--- src/rtl/csa5_pkg.sv ---
// rtl/csa5_pkg.sv - shared widths, FSM states and carry-save helper for csa5_accum_seq
package csa5_pkg;

    localparam int OP_W  = 14;   // operand width
    localparam int CS_W  = 17;   // carry-save vector width, holds 5 * (2^14 - 1)
    localparam int GRP_N = 5;    // operands per compressor group
    localparam int IDX_W = 3;    // slot index width

    localparam logic [IDX_W-1:0] IDX_LAST = IDX_W'(GRP_N - 1);

    typedef enum logic [1:0] {
        FILL     = 2'd0,
        COMPRESS = 2'd1,
        ADD      = 2'd2,
        DONE     = 2'd3
    } seq_state_t;

    typedef struct packed {
        logic [CS_W-1:0] s;
        logic [CS_W-1:0] c;
    } cs_pair_t;

    // 3:2 compressor: s + c == x + y + z as long as the true total fits in CS_W bits,
    // so dropping the carry shifted out of the top bit loses nothing.
    function automatic cs_pair_t csa3(input logic [CS_W-1:0] x,
                                      input logic [CS_W-1:0] y,
                                      input logic [CS_W-1:0] z);
        cs_pair_t        r;
        logic [CS_W-1:0] m;
        r.s = x ^ y ^ z;
        m   = (x & y) | (x & z) | (y & z);
        r.c = {m[CS_W-2:0], 1'b0};
        return r;
    endfunction

endpackage

--- src/rtl/adder5x14.sv ---
// rtl/adder5x14.sv - combinational 5-operand 14-bit carry-save compressor
//
// Ports:
//   a..e  in  14 b  unsigned operands
//   out1  out 17 b  sum vector
//   out2  out 17 b  carry vector; out1 + out2 == a + b + c + d + e
module adder5x14
    import csa5_pkg::*;
(
    input  logic [OP_W-1:0] a,
    input  logic [OP_W-1:0] b,
    input  logic [OP_W-1:0] c,
    input  logic [OP_W-1:0] d,
    input  logic [OP_W-1:0] e,
    output logic [CS_W-1:0] out1,
    output logic [CS_W-1:0] out2
);

    cs_pair_t l1, l2, l3;

    // Three chained 3:2 stages fold five operands into two vectors.
    always_comb begin
        l1   = csa3(CS_W'(a), CS_W'(b), CS_W'(c));
        l2   = csa3(l1.s, l1.c, CS_W'(d));
        l3   = csa3(l2.s, l2.c, CS_W'(e));
        out1 = l3.s;
        out2 = l3.c;
    end

endmodule

--- src/rtl/csa5_accum_seq.sv ---
// rtl/csa5_accum_seq.sv - streaming 5-operand carry-save sum sequencer with wide accumulator
//
// Ports:
//   clk, rst            clock, synchronous active-high reset
//   in_valid/in_ready   operand handshake, in_data 14 b, in_last marks final operand
//   res_valid/res_ready result handshake
//   res_data            ACC_W-bit sum modulo 2^ACC_W
//   res_ovf             sticky carry-out of the accumulator for this sum
module csa5_accum_seq
    import csa5_pkg::*;
#(
    parameter int ACC_W = 24
) (
    input  logic             clk,
    input  logic             rst,
    input  logic             in_valid,
    output logic             in_ready,
    input  logic [OP_W-1:0]  in_data,
    input  logic             in_last,
    output logic             res_valid,
    input  logic             res_ready,
    output logic [ACC_W-1:0] res_data,
    output logic             res_ovf
);

    localparam int SUM_W = ACC_W + 1;

    seq_state_t       state, state_nxt;
    logic [OP_W-1:0]  slot [GRP_N];
    logic [IDX_W-1:0] idx;
    logic             grp_last;
    logic [CS_W-1:0]  cs1, cs2;
    logic [CS_W-1:0]  out1, out2;
    logic [ACC_W-1:0] acc;
    logic             ovf;
    logic [SUM_W-1:0] acc_sum;

    adder5x14 u_adder (
        .a    (slot[0]),
        .b    (slot[1]),
        .c    (slot[2]),
        .d    (slot[3]),
        .e    (slot[4]),
        .out1 (out1),
        .out2 (out2)
    );

    // Single carry-propagate add; the extra top bit is the overflow carry.
    assign acc_sum = {1'b0, acc} + SUM_W'(cs1) + SUM_W'(cs2);

    always_ff @(posedge clk) begin
        if (rst) begin
            state <= FILL;
        end else begin
            state <= state_nxt;
        end
    end

    always_comb begin
        state_nxt = state;
        in_ready  = 1'b0;
        res_valid = 1'b0;
        case (state)
            FILL: begin
                in_ready = 1'b1;
                if (in_valid && (idx == IDX_LAST || in_last)) begin
                    state_nxt = COMPRESS;
                end
            end
            COMPRESS: state_nxt = ADD;
            ADD:      state_nxt = grp_last ? DONE : FILL;
            DONE: begin
                res_valid = 1'b1;
                if (res_ready) begin
                    state_nxt = FILL;
                end
            end
            default:  state_nxt = FILL;
        endcase
    end

    always_ff @(posedge clk) begin
        if (rst) begin
            idx      <= '0;
            grp_last <= 1'b0;
            cs1      <= '0;
            cs2      <= '0;
            acc      <= '0;
            ovf      <= 1'b0;
            for (int i = 0; i < GRP_N; i++) begin
                slot[i] <= '0;
            end
        end else begin
            case (state)
                FILL: begin
                    if (in_valid) begin
                        slot[idx] <= in_data;
                        idx       <= idx + 1'b1;
                        grp_last  <= in_last;
                    end
                end
                COMPRESS: begin
                    cs1 <= out1;
                    cs2 <= out2;
                end
                ADD: begin
                    acc <= acc_sum[ACC_W-1:0];
                    ovf <= ovf | acc_sum[ACC_W];
                    // cs1/cs2 already hold this group, so the slot file can be
                    // emptied now; unfilled slots of the next group then read 0.
                    idx <= '0;
                    for (int i = 0; i < GRP_N; i++) begin
                        slot[i] <= '0;
                    end
                end
                DONE: begin
                    if (res_ready) begin
                        acc <= '0;
                        ovf <= 1'b0;
                    end
                end
                default: ;
            endcase
        end
    end

    assign res_data = acc;
    assign res_ovf  = ovf;

endmodule

--- config.mk ---
export PLATFORM = sky130hd
export DESIGN_NAME = csa5_accum_seq
export DESIGN_NICKNAME = d
export VERILOG_FILES = /design/src/rtl/csa5_pkg.sv /design/src/rtl/adder5x14.sv /design/src/rtl/csa5_accum_seq.sv
export SDC_FILE = /design/constraint.sdc
export NUM_CORES = 1
export LEC_CHECK = 0
export ABC_AREA = 1
export CORE_MARGIN = 2
export CORE_UTILIZATION = 54
export CTS_CLUSTER_SIZE = 10
export DETAILED_ROUTE_END_ITERATION = 8
export PLACE_DENSITY = 0.88
export SYNTH_ARGS = -nofsm -noshare
export SYNTH_HDL_FRONTEND = slang
export SYNTH_SLANG_ARGS = --single-unit
export TNS_END_PERCENT = 1
--- constraint.sdc ---
create_clock -name clk -period 2.15 [get_ports clk]
set_input_delay 0.5375 -clock clk [delete_from_list [all_inputs] [get_ports clk]]
set_output_delay 0.5375 -clock clk [all_outputs]
set_load 0.05 [all_outputs]
==> impl_metrics.tcl <==
set metrics [dict create \
    status "finished with violations" \
    violations "negative setup slack" \
    grt_pass1_wl_um 29000 \
    dpl.hpwl_um 12400 \
    netlist_instances 792 \
    dpl_cell_area_mm2 0.00817 \
    syn_nets 889 \
    final_nets 979 \
    fp.dieW_um 120 \
    crit_top_cell "fa_1" \
    synth_edf_count 70 \
    finalPower_w 0.00686 \
    io_pins 46 \
    numPortBuffers 45 \
    hold-worst-slack_ns 0.467 \
    via_per_inst 5.35 \
    n_antenna_cell 0 \
    busiest_layer "met2" \
    wl_per_cell_um 16.7 \
    cp_slowest_stage_delay_ns 0.55 \
    root_buffer "clkbuf_16" \
    finalMaxSlewViolations 0 \
    grt_usage_pct 26.6 \
    power_density_mw_per_mm2 766 \
    yosysMostFrequentCell "nand2_1" \
    r2r-start "slot[0][1]" \
    cts_tree "done" \
    yosysWarnings 0 \
    ant_nets 0 \
    r2r-end "cs1[1]" \
    min_period_ns 2.26 \
    num_rows 42 \
    drt_iter0_markers 502 \
    worstHoldEndpoint "res_ovf" \
    path_class "flip-flop to flip-flop" \
    syn_to_final_growth_pct 24.2 \
    fmax_ghz 0.443 \
    gp_congestion 0.947 \
    worst-path-stages 5 \
    worstMarginPinSlew_ns 0.508 \
    core_area_mm2 0.0131 \
    start_util_pct 54.8 \
    peakVddDrop_mv 0.744 \
    htreeDepth 4 \
    hold_path.class "flip-flop to flip-flop" \
    worst_slack_ns -0.107 \
    drt_wl_total_um 17900 \
    drc 0 \
    grt_util_met2_pct 46.5 \
    n_fill_cell 942 \
    synthArstFlopShare_pct 0 \
    cp_num_buf_inv 1 \
    reg2reg_setup_slack_ns -0.11 \
    cp.arrival_ns 2.56 \
    drive_gt1_share_pct 16.4 \
    clock_skew_ns 0.00797 \
    critical_path_required_ns 2.45 \
    crit_family "adder cells" \
    clkLatencyLatePin_ns 0.43 \
    fin_area_mm2 0.00895 \
    dp_slack_ns -0.181 \
    vias 5730 \
    hp-start "res_ovf" \
    die_area_mm2 0.0143 \
    hold_depth 2 \
    max-slew-margin-rel_pct 66.1 \
    yosys.area.top_type "edfxtp_1" \
    grtUsageMet1_pct 32.8 \
    setup_viol 24 \
    overflow 0 \
    finalHoldViolations 0 \
    yosysSeqAreaShare_pct 46.1 \
    fin_crit_sh_pct 105 \
    end_kind "flip-flop" \
    drv_cap 0 \
    p_leak_nw 4.00 \
    clkSinkCount 131 \
    synthTopCellsByArea "edfxtp_1 29%, dfxtp_1 17%, fa_1 15%" \
    ys_seq_elements 131 \
    synth_top_area_share_pct 29.2 \
    die_h_um 120 \
    synth.top_cells.by_count "165 x nand2_1, 164 x nor2_1, 84 x inv_1, 70 x edfxtp_1, 61 x dfxtp_1" \
    clk_path_buf_depth 2 \
    grt_antenna_before_repair 0 \
    reg2regPathDepth 5 \
    ys_types 32 \
    grt_max_degree 33 \
    cts_inserted_buffers 17 \
    path_max_fanout 1 \
    ys.flop_type "edfxtp_1" \
    syn_area_mm2 0.00720 \
    drt_pass1_iterations 5 \
    met3_usage_pct 5.18 \
    cp-start-kind "flip-flop" \
    synth.avg_cell_area_um2 9.10 \
    path_clk_slew_ns 0.06 \
    rsz0062_at_grt "yes" \
    first_global_vias 5851 \
    crit_slowest_cell "fa_1" \
    cp_cell_sequence "fa_1 -> fa_1 -> inv_1 -> fa_1 -> a21oi_1" \
]
-- per-stage QoR --
stage               TNS [ns]  util, %  instances
floorplan             -0.470        -        792
global placement       -1.72     62.2       1039
detailed placement     -5.22     62.2       1039
CTS                    -1.15     67.2       1071
global route           -4.74     68.1       1071
finish                 -1.10     68.1       1071
-- how the worst max path moves through the flow --
stage	slack (ns)	endpoint	from
after floorplan	-0.11	res_data[23]	res_data[1]
after global placement	-0.07	res_data[8]	res_data[7]
after detailed placement	-0.18	cs1[7]	slot[2][7]
after CTS	-0.1	cs1[8]	slot[0][8]
after global routing	-0.19	cs1[11]	slot[0][11]
final	-0.11	cs1[1]	slot[0][1]
-- cell families after synthesis --
kind of cell | share of synthesized area (%)
flip-flops | 46.1
buffers and inverters | 6.13
adder cells (fa/ha/maj) | 19.3
AO/OA/AOI/OAI | 6.36
AND/OR/NAND/NOR | 22.1
-- area by class of cell --
type                    instances  area, µm²  share of cell area [%]
well taps                     176        220                    2.46
clock buffers                  18        429                    4.80
clock inverters                14        164                    1.83
multi-input cells             553       3640                    40.7
repair buffers                 92        825                    9.22
inverters                      87        327                    3.65
flip-flops and latches        131       3340                    37.4
-- tightest hold or removal path, delay by kind of cell (launching register included) --
family           cells  cell delay [ns]
flip-flops           1             0.31
AND/OR/NAND/NOR      1             0.06
AO/OA/AOI/OAI        1             0.05
-- registers in the layout, indices dropped and copies added, names as in the netlist --
name	flops
slot	70
res_data	24
cs1	15
cs2	15
idx	3
state	2
grp_last	1
res_ovf	1
-- power by group --
group | total, W | internal, W | switching (W)
Clock | 0.00292 | 0.00181 | 0.00110
Sequential | 0.00287 | 0.00278 | 0.0000952
Combinational | 0.00107 | 0.000465 | 0.000601
Total | 0.00686 | 0.00505 | 0.00180
-- metal layers --
metal / wire length (µm) / up-vias
met4: 455 / 0
met2: 9350 / 207
met3: 967 / 39
met5: 0 / -
met1: 7170 / 2759
li1: - / 2725
-- cell usage in the layout (no fill, tap or decap), types with 13 or more instances in the layout --
cell | netlist | layout
o21ai_1 | 1 | 13
nand2_1 | 165 | 156
nand3_1 | 38 | 34
o21ai_0 | 38 | 24
edfxtp_1 | 70 | 70
inv_1 | 84 | 84
fa_1 | 55 | 51
dfxtp_2 | 0 | 13
clkbuf_16 | 0 | 17
nor2_1 | 164 | 158
a21oi_1 | 36 | 35
buf_4 | 2 | 50
clkdlybuf4s50_1 | 0 | 20
dlygate4sd2_1 | 0 | 15
dfxtp_1 | 61 | 47
-- what timing repair did --
action,in CTS,in global routing
setup buffers,0,0
gates resized for setup,41,32
endpoints found under the setup margin,57,49
hold endpoints to repair,0,0
hold buffers,0,0
pin swaps,32,9
(Power assumes the default switching activity.)
